$ cat src/rtl/sound_glu_pkg.sv
// Shared definitions for the IIgs sound GLU: reader FSM states, sound RAM
// placement inside SDRAM, and the $C03C-$C03F register map.
package sound_glu_pkg;

  typedef enum logic [2:0] {
    IDLE    = 3'd0,
    REQ     = 3'd1,
    WAIT    = 3'd2,
    CAPTURE = 3'd3,
    SETTLE  = 3'd4
  } reader_state_e;

  // Upper SDRAM word-address bits placing the 64K DOC RAM at word 0x1_0000.
  localparam logic [6:0] SOUND_RAM_WORD_BASE = {4'b0, 1'b1, 2'b0};

  localparam logic [15:0] GLU_REG_CTRL    = 16'hC03C;
  localparam logic [15:0] GLU_REG_DATA    = 16'hC03D;
  localparam logic [15:0] GLU_REG_ADDR_LO = 16'hC03E;
  localparam logic [15:0] GLU_REG_ADDR_HI = 16'hC03F;

  function automatic logic [20:0] sound_word_addr(input logic [15:0] byte_ptr);
    return {SOUND_RAM_WORD_BASE, byte_ptr[15:2]};
  endfunction

  function automatic logic [7:0] byte_lane(input logic [31:0] word,
                                           input logic [1:0]  sel);
    logic [7:0] lane;
    case (sel)
      2'd0:    lane = word[7:0];
      2'd1:    lane = word[15:8];
      2'd2:    lane = word[23:16];
      default: lane = word[31:24];
    endcase
    return lane;
  endfunction

endpackage

$ cat src/rtl/sdram_port_if.sv
// One SDRAM arbiter client port: 21-bit word address, 32-bit data, byte enables.
interface sdram_port_if;
  logic        rd;
  logic        wr;
  logic [20:0] addr;
  logic [3:0]  byte_en;
  logic [31:0] data;
  logic        ready;
  logic [31:0] q;

  modport client (
    output rd, wr, addr, byte_en, data,
    input  ready, q
  );

  modport controller (
    input  rd, wr, addr, byte_en, data,
    output ready, q
  );
endinterface

$ cat src/rtl/sound_ram_reader.sv
// Read side of the GLU sound RAM window: CPU reads of $C03D return the byte
// latched by the previous fetch, then the byte at the current pointer is fetched.
module sound_ram_reader
  import sound_glu_pkg::*;
#(
  parameter logic        ENABLE         = 1'b1,
  parameter int unsigned TIMEOUT_CYCLES = 64
) (
  input  logic        clk_logic,
  input  logic        system_reset_n,
  input  logic        rd_strobe_i,
  input  logic        wr_strobe_i,
  input  logic [7:0]  wr_data_i,
  input  logic        ptr_load_i,
  input  logic [15:0] ptr_i,
  input  logic        auto_inc_i,
  output logic [7:0]  data_o,
  output logic        inc_o,
  output logic        busy_o,
  output logic        overrun_o,
  output logic        timeout_o,
  sdram_port_if.client mem_if
);

  localparam int unsigned      CNT_W    = $clog2(TIMEOUT_CYCLES + 1);
  localparam logic [CNT_W-1:0] CNT_LAST = CNT_W'(TIMEOUT_CYCLES - 1);

  reader_state_e    state_q;
  logic [15:0]      addr_q;
  logic [31:0]      word_q;
  logic [CNT_W-1:0] tcnt_q;
  logic             reload_q;
  logic             pending_q;
  logic             cancel_q;
  logic [7:0]       data_q;
  logic             inc_q;
  logic             overrun_q;
  logic             timeout_q;
  logic             rd_q;

  logic        rd_ok;
  logic        pend_full;
  logic        go_settle;
  logic [15:0] fetch_ptr_d;

  assign rd_ok     = ENABLE && rd_strobe_i;
  // SETTLE consumes the pending read, so a strobe there re-arms instead of overrunning.
  assign pend_full = pending_q && (state_q != SETTLE);
  assign go_settle = pending_q || rd_ok;

  // The GLU applies inc_o one edge after SETTLE, so a reloaded fetch takes the
  // live pointer during REQ; otherwise the address latched at acceptance is used.
  assign fetch_ptr_d = (state_q == REQ && reload_q) ? ptr_i : addr_q;

  always_ff @(posedge clk_logic or negedge system_reset_n) begin
    if (!system_reset_n) begin
      state_q   <= IDLE;
      addr_q    <= '0;
      word_q    <= '0;
      tcnt_q    <= '0;
      reload_q  <= 1'b0;
      pending_q <= 1'b0;
      cancel_q  <= 1'b0;
      data_q    <= 8'h00;
      inc_q     <= 1'b0;
      overrun_q <= 1'b0;
      timeout_q <= 1'b0;
      rd_q      <= 1'b0;
    end else begin
      inc_q <= 1'b0;
      rd_q  <= 1'b0;

      if (ptr_load_i) begin
        overrun_q <= 1'b0;
        timeout_q <= 1'b0;
      end

      if (rd_ok && state_q != IDLE) begin
        if (pend_full) overrun_q <= 1'b1;
        else           pending_q <= 1'b1;
      end

      case (state_q)
        IDLE: begin
          if (rd_ok) begin
            addr_q   <= ptr_i;
            reload_q <= 1'b0;
            cancel_q <= 1'b0;
            rd_q     <= 1'b1;
            state_q  <= REQ;
          end
        end

        REQ: begin
          addr_q   <= fetch_ptr_d;
          reload_q <= 1'b0;
          tcnt_q   <= '0;
          state_q  <= WAIT;
        end

        WAIT: begin
          if (mem_if.ready) begin
            word_q  <= mem_if.q;
            state_q <= CAPTURE;
          end else if (tcnt_q == CNT_LAST) begin
            timeout_q <= 1'b1;
            pending_q <= 1'b0;
            state_q   <= IDLE;
          end else begin
            tcnt_q <= tcnt_q + 1'b1;
          end
        end

        CAPTURE: begin
          if (!cancel_q) begin
            data_q <= byte_lane(word_q, addr_q[1:0]);
            inc_q  <= auto_inc_i;
          end
          cancel_q <= 1'b0;
          state_q  <= go_settle ? SETTLE : IDLE;
        end

        SETTLE: begin
          addr_q    <= ptr_i;
          reload_q  <= 1'b1;
          pending_q <= rd_ok;
          rd_q      <= 1'b1;
          state_q   <= REQ;
        end

        default: state_q <= IDLE;
      endcase

      // CPU writes always land, and void any fetch that is still on the bus.
      if (wr_strobe_i) begin
        data_q <= wr_data_i;
        if (state_q == REQ || state_q == WAIT) cancel_q <= 1'b1;
      end
    end
  end

  assign data_o    = data_q;
  assign inc_o     = inc_q;
  assign busy_o    = (state_q != IDLE);
  assign overrun_o = overrun_q;
  assign timeout_o = timeout_q;

  assign mem_if.rd      = rd_q;
  assign mem_if.wr      = 1'b0;
  assign mem_if.addr    = sound_word_addr(fetch_ptr_d);
  assign mem_if.byte_en = 4'b1111;
  assign mem_if.data    = 32'h0;

endmodule
$ cat src/flat_wrapper.sv
// flat-port wrapper written by rule: the top's interface ports become plain ports
module sound_ram_reader_flat import sound_glu_pkg::*;
#(
  parameter logic        ENABLE         = 1'b1,
  parameter int unsigned TIMEOUT_CYCLES = 64
)
  (clk_logic, system_reset_n, rd_strobe_i, wr_strobe_i, wr_data_i, ptr_load_i, ptr_i, auto_inc_i, data_o, inc_o, busy_o, overrun_o, timeout_o, mem_if_rd, mem_if_wr, mem_if_addr, mem_if_byte_en, mem_if_data, mem_if_ready, mem_if_q);
  sdram_port_if mem_if_i ();
  input  logic clk_logic;
  input  logic system_reset_n;
  input  logic rd_strobe_i;
  input  logic wr_strobe_i;
  input  logic [7:0] wr_data_i;
  input  logic ptr_load_i;
  input  logic [15:0] ptr_i;
  input  logic auto_inc_i;
  output logic [7:0] data_o;
  output logic inc_o;
  output logic busy_o;
  output logic overrun_o;
  output logic timeout_o;
  output wire logic [$bits(mem_if_i.rd)-1:0] mem_if_rd;
  output wire logic [$bits(mem_if_i.wr)-1:0] mem_if_wr;
  output wire logic [$bits(mem_if_i.addr)-1:0] mem_if_addr;
  output wire logic [$bits(mem_if_i.byte_en)-1:0] mem_if_byte_en;
  output wire logic [$bits(mem_if_i.data)-1:0] mem_if_data;
  input wire logic [$bits(mem_if_i.ready)-1:0] mem_if_ready;
  input wire logic [$bits(mem_if_i.q)-1:0] mem_if_q;
  assign mem_if_rd = mem_if_i.rd;
  assign mem_if_wr = mem_if_i.wr;
  assign mem_if_addr = mem_if_i.addr;
  assign mem_if_byte_en = mem_if_i.byte_en;
  assign mem_if_data = mem_if_i.data;
  assign mem_if_i.ready = mem_if_ready;
  assign mem_if_i.q = mem_if_q;
  sound_ram_reader #(.ENABLE(ENABLE), .TIMEOUT_CYCLES(TIMEOUT_CYCLES)) u_core (.clk_logic(clk_logic), .system_reset_n(system_reset_n), .rd_strobe_i(rd_strobe_i), .wr_strobe_i(wr_strobe_i), .wr_data_i(wr_data_i), .ptr_load_i(ptr_load_i), .ptr_i(ptr_i), .auto_inc_i(auto_inc_i), .data_o(data_o), .inc_o(inc_o), .busy_o(busy_o), .overrun_o(overrun_o), .timeout_o(timeout_o), .mem_if(mem_if_i));
endmodule
$ cat config.mk
export PLATFORM = sky130hd
export DESIGN_NAME = sound_ram_reader_flat
export DESIGN_NICKNAME = d
export VERILOG_FILES = /design/src/rtl/sound_glu_pkg.sv /design/src/rtl/sdram_port_if.sv /design/src/rtl/sound_ram_reader.sv /design/src/flat_wrapper.sv
export SDC_FILE = /design/constraint.sdc
export NUM_CORES = 1
export LEC_CHECK = 0
export BUFFER_PORTS_ARGS = -buffer_cell sky130_fd_sc_hd__clkbuf_2
export CORE_ASPECT_RATIO = 1.25
export CORE_UTILIZATION = 40
export CTS_CLUSTER_DIAMETER = 150
export DETAILED_ROUTE_END_ITERATION = 8
export PLACE_DENSITY = 0.7
export SLEW_MARGIN = 20
export SYNTH_ARGS = -nofsm -noshare
export SYNTH_HDL_FRONTEND = slang
export SYNTH_SLANG_ARGS = --single-unit
$ cat constraint.sdc
create_clock -name clk_logic -period 7.25 [get_ports clk_logic]
set_clock_uncertainty 0.15 [all_clocks]
set_input_delay 2.175 -clock clk_logic [delete_from_list [all_inputs] [get_ports clk_logic]]
set_output_delay 2.175 -clock clk_logic [all_outputs]
set_load 0.005 [all_outputs]
**After elaboration in Yosys (flattened, before gate mapping)**

Index checks and enable logic that the tools add are counted.
W data, S select, Z words.

- Flip-flop bits (word level): 73
- Bits in latches: 0
- RAM bits: 0
- ROM bits: 0
- Input port bits: 63
- Word-level logic and storage cells: 82
- Memories kept: 0

- $add $sub $neg: 1
- Multiply operators: 0
- Divide/modulo/power cells: 0
- $lt $le $gt $ge: 0
- Equality and inequality tests: 14
- Shift-type cells: 0
- Muxes and demuxes: 37
- Bitwise operators: 0
- Reduce and logical (&&, ||, !) cells: 17

Operators by type and width:

| kind | number |
|---|---|
| $pmux W16 S3 | 1 |
| $mux W16 | 2 |
| $mux W8 | 3 |
| $pmux W8 S3 | 1 |
| $mux W1 | 18 |
| $pmux W3 S5 | 1 |
| $mux W7 | 2 |
| $pmux W7 S2 | 1 |
| $mux W3 | 4 |
| $ne A2 B2 Y1 const B | 5 |
| $reduce_and A2 Y1 | 4 |
| $add A7 B1 Y7 const B | 1 |
| $eq A7 B6 Y1 const B | 1 |
| $eq A3 B2 Y1 const B | 2 |
| $pmux W1 S2 | 3 |
| $reduce_and A3 Y1 | 2 |
| $reduce_bool A3 Y1 | 2 |
| $reduce_bool A2 Y1 | 2 |
| $eq A3 B1 Y1 const B | 1 |
| $eq A3 B3 Y1 const B | 1 |
| $logic_and A1 B1 Y1 | 3 |
| $logic_not A3 Y1 | 1 |
| $ne A3 B2 Y1 const B | 1 |
| $ne A3 B3 Y1 const B | 1 |
| other kinds (5) | 6 |

**Logic depth before layout (Yosys ltp)**

- Word-level depth: 7
- Mapped depth: 7
- Gate-level depth less buffers: 5

**Least setup slack after synthesis**

Ideal clock, no wire load.

- Kind: in2out
- Start point: in ptr_i[2]
- End point: out mem_if_addr[0]
- Arrival: 2430 ps
- Required time: 4925 ps
- Setup slack: 2495 ps
- Stages on the path: 1
- Path buffers: 0
- Cell sequence: mux2_2

- Cells in the longest elaborated chain, start to end: 1

RTL lines:

| element | RTL line | text |
|---|---|---|
| from (decl) | flat_wrapper.sv:15 | `input logic [15:0] ptr_i;` |
| $mux W16 | sound_ram_reader.sv:53 | `assign fetch_ptr_d = (state_q == REQ && reload_q) ? ptr_i : addr_q;` |
| to (decl) | flat_wrapper.sv:24 | `output wire logic [$bits(mem_if_i.addr)-1:0] mem_if_addr;` |

No other way between the ends. The select of a mux whose other input is x is not followed.

**Final worst setup path**

- Start point: in ptr_i[3]
- End point: out mem_if_addr[1]

Same word-level chain as after synthesis.

==> flow_summary.yaml <==
status:
  status: "finished, final reports clean"
die:
  die_x_um: 89.1
  initial_core_util_pct: 41.4
  placeableCoreArea_sq_um: 9170
  die_h_um: 111
  fp-row-count: 39
  die_area_sq_um: 9880
  num_io_pins: 134
placed_design:
  post-place-ws_ns: 2.28
  dp_hpwl_um: 5140
  gp_congestion: 0.792
  dp_cells: 504
  io_buffers: 89
synthesis:
  synth_edf_count: 0
  yosysUniqueCellTypes: 45
  synth.avg_cell_area_sq_um: 12.4
  ys_warn_count: 0
  yosysTopAreaCell: "dfrtp_1"
  async_reset_ff_share_pct: 100
  synth_seq_area_share_pct: 48.2
  synth_seq_cells: 73
  synth_top_area_share_pct: 48.2
  synthFlopType: "dfrtp_1"
  synth_cells: 306
  syn_area_sq_um: 3790
  ys_top_cells_by_area: "dfrtp_1, mux2_2, buf_4"
grt:
  grt_util_all_layers_pct: 16.5
  grt_max_degree: 74
  grt_overflow: 0
  grt_pass1_vias: 2477
  grt_pass1_wl_um: 12200
  antenna_found_initial: 0
pwr:
  switching_share_pct: 29.7
  p_comb_share_pct: 32.6
  p_seq_share_pct: 40.3
  vdd_drop_max_uv: 199
  power_mw: 1.77
  intPower_mw: 1.25
  powerDensity_nw_per_um2: 396
  switching_power_uw: 526
  leakage_nw: 2.11
  clockPowerShare_pct: 27.2
worst_setup_path:
  arrival_ns: 2.65
  crit_path_start_kind: "input pin"
  endpoint_kind: "output pin"
  crit_type: "in -> out"
  r2r_cells: 3
  r2r_end: "u_core.addr_q[8]$_DFFE_PN0P_"
  path_depth: 3
  path_delay_family: "multiplexers"
  cp_slowest_stage_delay_ns: 0.27
  required_ns: 4.93
  r2r_setup_slack_ns: 5.23
  critPathMaxFanout: 2
  path_cells: "clkbuf_2, mux2_2, clkbuf_2"
  path_buf_inv: 2
  crit_top_cell: "clkbuf_2"
  rr_startpoint: "u_core.state_q[2]$_DFFE_PN0P_"
  slowest_stage: "mux2_2"
clock_tree:
  cts_made_buffers: 9
  tritoncts: "done"
  cts_resized: 0
  clock-sinks: 73
  cts_setup_buffers: 0
  clk_latency_ns: 0.33
  holdBufCountCts: 0
  clockBufferDepth: 2
  cts_root_buffer: "clkbuf_16"
  clk_pin_slew_ns: 0.06
  ctsHtreeMaxLevel: 3
sta:
  setup_slack_ns: 2.28
  finalMaxSlewViolations: 0
  finalHoldViolCount: 0
  tightest_slew_ns: 0.922
  rsz0062_at_grt: "false"
  period_minus_slack_ns: 4.97
  period_share_pct: 68.6
  hold_slack_ns: 0.339
  relSlewSlack_pct: 38.5
  fin_setup_tns_ns: 0
  fmax_mhz: 201
  setup-violations-final: 0
drt:
  wl_per_cell_um: 14.0
  dr_total_vias: 2475
  dr.pass1.iters: 4
  final_antenna_net_count: 0
  drt_wl_total_um: 7280
  drt_iter0_drc: 167
  remaining_drc_errors: 0
  vias_per_cell: 4.76
final_layout:
  final_net_count: 456
  drive_gt1_share_pct: 44.8
  antennaDiodeCount: 0
  area_growth_pct: 17.9
  instances_no_fill: 520
hold_path:
  hold_class: "reg -> reg"
  min_to: "u_core.timeout_o$_DFF_PN0_"
  holdPathStages: 1
  hp-start: "u_core.timeout_o$_DFF_PN0_"
run:
  maxCapViolCount: 0
==> kinds of logic (layout without fill, tap and decap cells) <==
| family | count (synthesis) | count (layout) | synth area share [%] |
|---|---|---|---|
| multiplexers | 70 | 70 | 24.1 |
| AO/OA/AOI/OAI | 41 | 41 | 6.56 |
| other | 2 | 44 | 0.198 |
| XOR/XNOR | 1 | 1 | 0.231 |
| buffers and inverters | 63 | 112 | 11.6 |
| AND/OR/NAND/NOR | 55 | 55 | 8.81 |
| flip-flops | 73 | 73 | 48.2 |
| adder cells (fa/ha/maj) | 1 | 1 | 0.330 |
==> power groups by stage <==
stage / clock, mW / combinational, mW / sequential [mW]
final: 0.482 / 0.578 / 0.714
after global routing: 0.512 / 0.636 / 0.739
after CTS: 0.492 / 0.587 / 0.716
after detailed placement: 0 / 0.584 / 0.720
after global placement: 0 / 0.568 / 0.708
after floorplan: 0 / 0.510 / 0.650
==> synthesized netlist by cell type (3+ instances only) <==
master	instances
mux2_2	46
nand2_1	13
o211ai_1	3
a21oi_1	20
and3_1	3
o21ai_0	9
nor2_1	7
nand3b_1	4
nand3_1	6
buf_4	46
nor2b_1	9
inv_1	6
mux4_2	8
buf_2	5
mux2_4	10
dfrtp_1	73
mux2_1	4
==> layer usage <==
layer  global-route usage [%]  up-vias  part of all wire [%]
li1                         -     1154                     -
met1                     20.5     1216                    41
met2                     26.5       96                    51
met3                     4.62        9                   5.6
met4                     6.98        0                   1.8
met5                        0        -                     0
==> worst reg2reg max path, delay by kind of cell, from the launching register on <==
| kind | cells | cell delay [ns] |
|---|---|---|
| flip-flops | 1 | 0.54 |
| AO/OA/AOI/OAI | 1 | 0.53 |
| multiplexers | 1 | 0.41 |
| AND/OR/NAND/NOR | 1 | 0.28 |
==> cells in the final DEF, fill, tap and decap left out, types with 2 or more instances in the layout <==
cell type   count
clkbuf_2       88
dfrtp_1        73
mux2_2         46
conb_1         44
a21oi_1        20
nand2_1        13
mux2_4         10
o21ai_0         9
nor2b_1         9
clkbuf_16       9
mux4_2          8
inv_1           6
nor2_1          6
nand3_1         6
nand3b_1        4
mux2_1          4
and3_1          3
o211ai_1        3
clkinvlp_4      3
or2_1           2
and2_1          2
mux2i_1         2
bufinv_16       2
buf_4           2
==> sequential cells by signal, indices dropped and copies added, names as in the netlist, 3 cells and up <==
| signal | count |
|---|---|
| u_core.word_q | 32 |
| u_core.tcnt_q | 7 |
| u_core.addr_q | 16 |
| u_core.data_o | 8 |
| u_core.state_q | 3 |
==> cell type report <==
type,instances,area (sq um)
clock buffers,10,239
well taps,123,154
inverters,6,22.5
repair buffers,90,455
clock inverters,6,91.3
fillers,843,4700
flip-flops and latches,73,1830
multi-input cells,212,1690
==> worst max-delay path by stage <==
stage	slack, ns	end	startpoint
6_report	2.28	mem_if_addr[1]	ptr_i[3]
3_3_place_gp	2.30	mem_if_addr[2]	ptr_i[4]
5_1_grt	2.26	mem_if_addr[1]	ptr_i[3]
2_1_floorplan	2.50	mem_if_addr[0]	ptr_i[2]
4_1_cts	2.28	mem_if_addr[1]	ptr_i[3]
3_5_place_dp	2.28	mem_if_addr[1]	ptr_i[3]
==> through the flow <==
step                cell area [sq um]  utilization [%]
global placement                 4140             45.2
CTS                              4470             48.8
detailed placement               4140             45.2
global route                     4470             48.8
floorplan                        3950                -
finish                           4470             48.8
No activity file was read; power rests on OpenSTA's default activity.
